--- src/rtl/trapezoid_shaper.sv ---
// Trapezoidal pulse shaper: k/l delay-line difference, pole-zero correction (M),
// double accumulation and saturated output, with FILL/RUN/FLUSH sequencing.
`ifndef SIZE_ADC_DATA
`define SIZE_ADC_DATA 14
`endif
`ifndef SIZE_FILTER_DATA
`define SIZE_FILTER_DATA 16
`endif

module trapezoid_shaper #(
  parameter int ADC_W = `SIZE_ADC_DATA,
  parameter int OUT_W = `SIZE_FILTER_DATA,
  parameter int DEPTH = 32,
  parameter int M_W   = 8,
  parameter int ACC_W = 32,
  parameter int SHIFT = 4
) (
  input  logic                         clk,
  input  logic                         reset,
  input  logic                         in_valid,
  output logic                         in_ready,
  input  logic [ADC_W-1:0]             in_data,
  input  logic                         cfg_load,
  input  logic [$clog2(DEPTH+1)-1:0]   cfg_k,
  input  logic [$clog2(DEPTH+1)-1:0]   cfg_l,
  input  logic [M_W-1:0]               cfg_m,
  output logic                         cfg_err,
  output logic                         out_valid,
  output logic signed [OUT_W-1:0]      out_data,
  output logic                         sat_flag
);

  localparam int CW     = $clog2(DEPTH+1);
  localparam int STAGES = 4;
  localparam logic [CW:0] DEPTH_C = DEPTH[CW:0];
  localparam logic signed [ACC_W-1:0] OUT_MAX = {{(ACC_W-OUT_W+1){1'b0}}, {(OUT_W-1){1'b1}}};
  localparam logic signed [ACC_W-1:0] OUT_MIN = ~OUT_MAX;

  typedef enum logic [1:0] {FILL, RUN, FLUSH} state_t;

  state_t         state_q, state_d;
  logic [CW-1:0]  fill_q, fill_d;
  logic [2:0]     flush_q, flush_d;
  logic [CW-1:0]  k_q, k_d, l_q, l_d;
  logic [M_W-1:0] m_q, m_d;
  logic           cfg_err_q, cfg_err_d;
  logic           sat_q, sat_d;
  logic           acc, cfg_ok, cfg_acc, flush_done;
  logic [CW-1:0]  kl;

  logic [DEPTH:0][ADC_W-1:0] x_q, x_d;
  // [0]: sample in delay line, [1]: d, [2]: p, [3]: r, [4]: s
  logic [STAGES:0]           vld_pipe_q, vld_pipe_d;
  logic [STAGES:0]           emit_pipe_q, emit_pipe_d;
  logic signed [ACC_W-1:0]   d_q, d_d, d2_q, d2_d, p_q, p_d, r_q, r_d, s_q, s_d;
  logic signed [ACC_W-1:0]   m_ext, sh;
  logic                      clamp;
  logic                      out_valid_q, out_valid_d;
  logic signed [OUT_W-1:0]   out_data_q, out_data_d;

  function automatic logic signed [ACC_W-1:0] zext(input logic [ADC_W-1:0] v);
    return {{(ACC_W-ADC_W){1'b0}}, v};
  endfunction

  assign in_ready   = (state_q != FLUSH);
  assign acc        = in_valid && in_ready;
  assign cfg_ok     = (cfg_k != '0) && (cfg_k <= cfg_l) &&
                      (({1'b0, cfg_k} + {1'b0, cfg_l}) <= DEPTH_C);
  assign cfg_acc    = cfg_load && in_ready && cfg_ok;
  assign flush_done = (state_q == FLUSH) && (flush_q == 3'd4);
  assign kl         = k_q + l_q;

  always_comb begin
    state_d   = state_q;
    fill_d    = fill_q;
    flush_d   = flush_q;
    k_d       = k_q;
    l_d       = l_q;
    m_d       = m_q;
    cfg_err_d = cfg_err_q;
    case (state_q)
      FILL: if (acc) begin
        fill_d = fill_q + CW'(1);
        if (fill_d == kl) state_d = RUN;
      end
      FLUSH: begin
        flush_d = flush_q + 3'd1;
        if (flush_done) begin
          state_d = FILL;
          fill_d  = '0;
          flush_d = '0;
        end
      end
      default: ;
    endcase
    // cfg_load is only looked at while samples can be accepted
    if (cfg_load && in_ready) begin
      cfg_err_d = !cfg_ok;
      if (cfg_ok) begin
        k_d     = cfg_k;
        l_d     = cfg_l;
        m_d     = cfg_m;
        state_d = FLUSH;
        flush_d = '0;
      end
    end
  end

  always_ff @(posedge clk or posedge reset) begin
    if (reset) begin
      state_q   <= FILL;
      fill_q    <= '0;
      flush_q   <= '0;
      k_q       <= CW'(2);
      l_q       <= CW'(4);
      m_q       <= '0;
      cfg_err_q <= 1'b0;
    end else begin
      state_q   <= state_d;
      fill_q    <= fill_d;
      flush_q   <= flush_d;
      k_q       <= k_d;
      l_q       <= l_d;
      m_q       <= m_d;
      cfg_err_q <= cfg_err_d;
    end
  end

  always_comb begin
    x_d = x_q;
    if (acc) x_d = {x_q[DEPTH-1:0], in_data};
    if (flush_done) x_d = '0;

    // emit tag decided at acceptance so FILL samples never surface later
    vld_pipe_d  = {vld_pipe_q[STAGES-1:0], acc};
    emit_pipe_d = {emit_pipe_q[STAGES-1:0], acc && (state_q == RUN)};
    if (cfg_acc) emit_pipe_d = '0;

    d_d   = zext(x_q[0]) - zext(x_q[k_q]) - zext(x_q[l_q]) + zext(x_q[kl]);
    d2_d  = d_q;
    p_d   = vld_pipe_q[1] ? p_q + d_q : p_q;
    m_ext = {{(ACC_W-M_W){1'b0}}, m_q};
    r_d   = m_ext * d2_q + p_q;
    s_d   = vld_pipe_q[3] ? s_q + r_q : s_q;
    if (flush_done) begin
      p_d = '0;
      s_d = '0;
    end

    sh         = s_q >>> SHIFT;
    clamp      = (sh > OUT_MAX) || (sh < OUT_MIN);
    out_data_d = out_data_q;
    if (vld_pipe_q[STAGES]) begin
      if (sh > OUT_MAX)      out_data_d = OUT_MAX[OUT_W-1:0];
      else if (sh < OUT_MIN) out_data_d = OUT_MIN[OUT_W-1:0];
      else                   out_data_d = sh[OUT_W-1:0];
    end
    out_valid_d = vld_pipe_q[STAGES] && emit_pipe_q[STAGES] && !cfg_acc;
    sat_d       = cfg_acc ? 1'b0 : (sat_q || (out_valid_d && clamp));
  end

  always_ff @(posedge clk or posedge reset) begin
    if (reset) begin
      x_q         <= '0;
      vld_pipe_q  <= '0;
      emit_pipe_q <= '0;
      d_q         <= '0;
      d2_q        <= '0;
      p_q         <= '0;
      r_q         <= '0;
      s_q         <= '0;
      out_valid_q <= 1'b0;
      out_data_q  <= '0;
      sat_q       <= 1'b0;
    end else begin
      x_q         <= x_d;
      vld_pipe_q  <= vld_pipe_d;
      emit_pipe_q <= emit_pipe_d;
      d_q         <= d_d;
      d2_q        <= d2_d;
      p_q         <= p_d;
      r_q         <= r_d;
      s_q         <= s_d;
      out_valid_q <= out_valid_d;
      out_data_q  <= out_data_d;
      sat_q       <= sat_d;
    end
  end

  assign cfg_err   = cfg_err_q;
  assign out_valid = out_valid_q;
  assign out_data  = out_data_q;
  assign sat_flag  = sat_q;

endmodule

--- config.mk ---
export PLATFORM = sky130hd
export DESIGN_NAME = trapezoid_shaper
export DESIGN_NICKNAME = d
export VERILOG_FILES = /design/src/rtl/trapezoid_shaper.sv
export SDC_FILE = /design/constraint.sdc
export NUM_CORES = 2
export LEC_CHECK = 0
export CORE_MARGIN = 8
export CORE_UTILIZATION = 30
export CTS_CLUSTER_DIAMETER = 100
export CTS_CLUSTER_SIZE = 10
export DETAILED_ROUTE_END_ITERATION = 12
export REMOVE_ABC_BUFFERS = 1
export SLEW_MARGIN = 5
export SYNTH_ARGS = -nofsm -noshare
export SYNTH_HDL_FRONTEND = slang
export SYNTH_SLANG_ARGS = --single-unit
--- constraint.sdc ---
create_clock -name clk -period 61.5 [get_ports clk]
set_input_delay 12.3 -clock clk [delete_from_list [all_inputs] [get_ports clk]]
set_output_delay 12.3 -clock clk [all_outputs]
set_load 0.02 [all_outputs]
==> key figures <==
Clock network
  – CTS tree: yes
  – Root buf cell: clkbuf_16
  – Htree depth: 3
  – Sink Count: 652
  – CTS buffer count: 75
  – # hold bufs at CTS: 0
  – Clk_lat worst skew: 0.68 ns
  – Setup bufs post-CTS: 0
  – Clock transition at path regs: 0.06 ns
  – Post-CTS Resized: 0
  – Worst-case clock buffer depth: 3

Finish
  – Share of post-route cells with drive strength above 1: 13.1%
  – Area delta synth->final: 9.85%
  – Final net count: 4930
  – Layout Utilization: 33.0%
  – Number of fill cells: 15700
  – Design area: 51400 um^2

Timing
  – Max Clock Freq: 64.1 MHz
  – Final setup fails: 0
  – Fin crit period: 15.60 ns
  – Slew headroom: 16.9%
  – Final setup TNS: 0 ns
  – Final slew viol count: 0
  – Actual slew at the worst max-slew pin: 1.25 ns
  – Hold Vio Cnt, Final: 0
  – RSZ-0062 raised after global routing: no
  – Final worst-path cycle share: 25.4%
  – Min Hold Slack: 0.353 ns
  – Clk_skew: 0.0464 ns

Yosys
  – Number of distinct library cells after synthesis: 79
  – Sequential area share after synthesis: 34.9%
  – Top cells by count, synth: nand2_1, dfrtp_1, a21oi_1
  – Leading post-synthesis cells by cell area: dfrtp_1, mux4_2, nand2_1, a21oi_1, fa_1
  – Post-synth top flop: dfrtp_1
  – Post-synthesis instance total: 4700
  – Synthesized flop and latch total: 652
  – Synthesized area per cell: 9.96 um^2
  – Most frequent cell after synthesis: nand2_1
  – Mapped cell area: 46800 um^2
  – Post-synth EDFFs: 0
  – Synth warn: 0
  – Yosys top cell by area: dfrtp_1
  – Top cell type's share of synthesized area: 34.8%
  – Async S/R FF share, synth: 100%

Worst setup path
  – Crit-path max FO: 189
  – CP dominant cell by count: buf_4
  – Slowest stage delay, CP: 0.93 ns
  – Setup Crit Path Kind: in -> reg
  – WP data required: 62.09 ns
  – Critical path cell sequence: clkdlybuf4s50_1, nand2_4, buf_4, inv_8, buf_12, buf_4, nand2_1, a21oi_1
  – Type of origin of the critical path: primary input
  – Worst endpoint data arrival time: 16.19 ns
  – Worst path slowest cell: buf_4
  – CP top delay family: buffers and inverters
  – Number of buffers and inverters on the critical path: 5
  – FF-to-FF path depth: 27
  – Setup crit end kind: flop
  – CP Depth: 8

Global routing
  – Antenna violations before repair: 5
  – Vias in the first global route: 35600
  – Total GRT Usage: 14.6%
  – Largest net degree at the start of global routing: 220
  – First-pass GRT wire length: 203000 um
  – Grt ovf: 0

Place
  – Number of buffers added on ports: 57
  – DP HPWL: 79000 um
  – Placed Area: 49300 um^2
  – GP Congestion: 0.853

Die
  – # rows: 145
  – Die Wd: 411 um
  – Die Y: 411 um
  – Die area: 169000 um^2
  – # IOs: 58
  – Core area: 156000 um^2
  – Initial Util: 30.1%

Hold path
  – Hold Crit Class: reg -> reg
  – WHS Path Cells: 0

Routing
  – Drt pass-1 iters: 6
  – Drt drc: 0
  – DRT iter0 DRCs: 3180
  – Routed wire per std cell: 18.8 um
  – Final WL: 125000 um
  – Via/cell ratio: 5.35
  – Post-route ant nets: 0
  – Via Count: 35600

Run
  – Max_cap viols: 0

Status
  – Outcome: finished clean
cell type report:
class	count	area (um^2)	area share (%)
Antenna cell	4	10.0	0.0195
Sequential cell	652	16300	31.8
Clock inverter	7	119	0.231
Timing Repair Buffer	112	1070	2.08
Clock buffer	84	1930	3.76
Multi-Input combinational cell	3504	28500	55.5
Tap cell	2058	2570	5.01
Inverter	223	852	1.66
registers in the layout, indices dropped and copies added, names as in the netlist:
name / cells
state_q: 2
cfg_err: 1
sat_flag: 1
x_q: 462
k_q: 6
flush_q: 3
m_q: 8
s_q: 32
d2_d: 17
out_data: 16
r_q: 32
p_q: 32
out_valid: 1
fill_q: 6
d2_q: 17
vld_pipe_q: 5
emit_pipe_q: 5
l_q: 6
metrics by stage:
step / instances / worst slack [ns]
global route: 6640 / 45.60
floorplan: 4379 / 25.09
finish: 6644 / 45.90
detailed placement: 6549 / 45.21
CTS: 6640 / 45.98
global placement: 6549 / 45.30
per-layer routing:
| metal | vias to the layer above | share of wire, % | track usage (%) |
|---|---|---|---|
| met2 | 1067 | 47 | 23.6 |
| met3 | 254 | 6.4 | 2.53 |
| met5 | - | 0.010 | 0 |
| li1 | 16300 | - | - |
| met1 | 18000 | 44 | 19.9 |
| met4 | 2 | 3.3 | 5.17 |
path summary, 6_finish.rpt:
path | from | endpoint | slack, ns
worst max-delay path | in_valid | x_q[151] | 45.90
worst min-delay path | vld_pipe_q[0] | vld_pipe_q[1] | 0.35
worst max register to register | m_q[0] | r_q[31] | 53.82
worst min register to register | vld_pipe_q[0] | vld_pipe_q[1] | 0.35
max in group asynchronous | reset | x_q[227] | 46.01
min in group asynchronous | reset | m_q[0] | 12.21
placed cells by master (no fill, tap or decap), types with 15 or more instances in the layout:
cell type / count
a211oi_1: 43
a21o_1: 63
a21oi_1: 616
a311oi_1: 15
a31oi_1: 28
and2_1: 115
buf_4: 48
clkbuf_16: 76
clkdlybuf4s50_1: 57
dfrtp_1: 643
fa_1: 127
ha_1: 195
inv_1: 220
mux2_2: 22
mux2i_1: 70
mux4_2: 392
nand2_1: 1109
nand3_1: 44
nor2_1: 158
nor2b_1: 17
nor3_1: 20
o211ai_1: 21
o21ai_0: 100
o21bai_1: 20
xnor2_1: 103
xor2_1: 33
cell families after synthesis:
kind of cell,after synthesis,synth area share (%)
simple gates,1563,14.1
compound gates,992,12.4
flops,652,34.9
buf+inv,544,4.44
mux,484,20.9
fa+ha+maj,324,10.7
xor+xnor,141,2.64
Power is not shown: default switching activity piles up to over one toggle a cycle in this logic, so the estimate is an artifact.
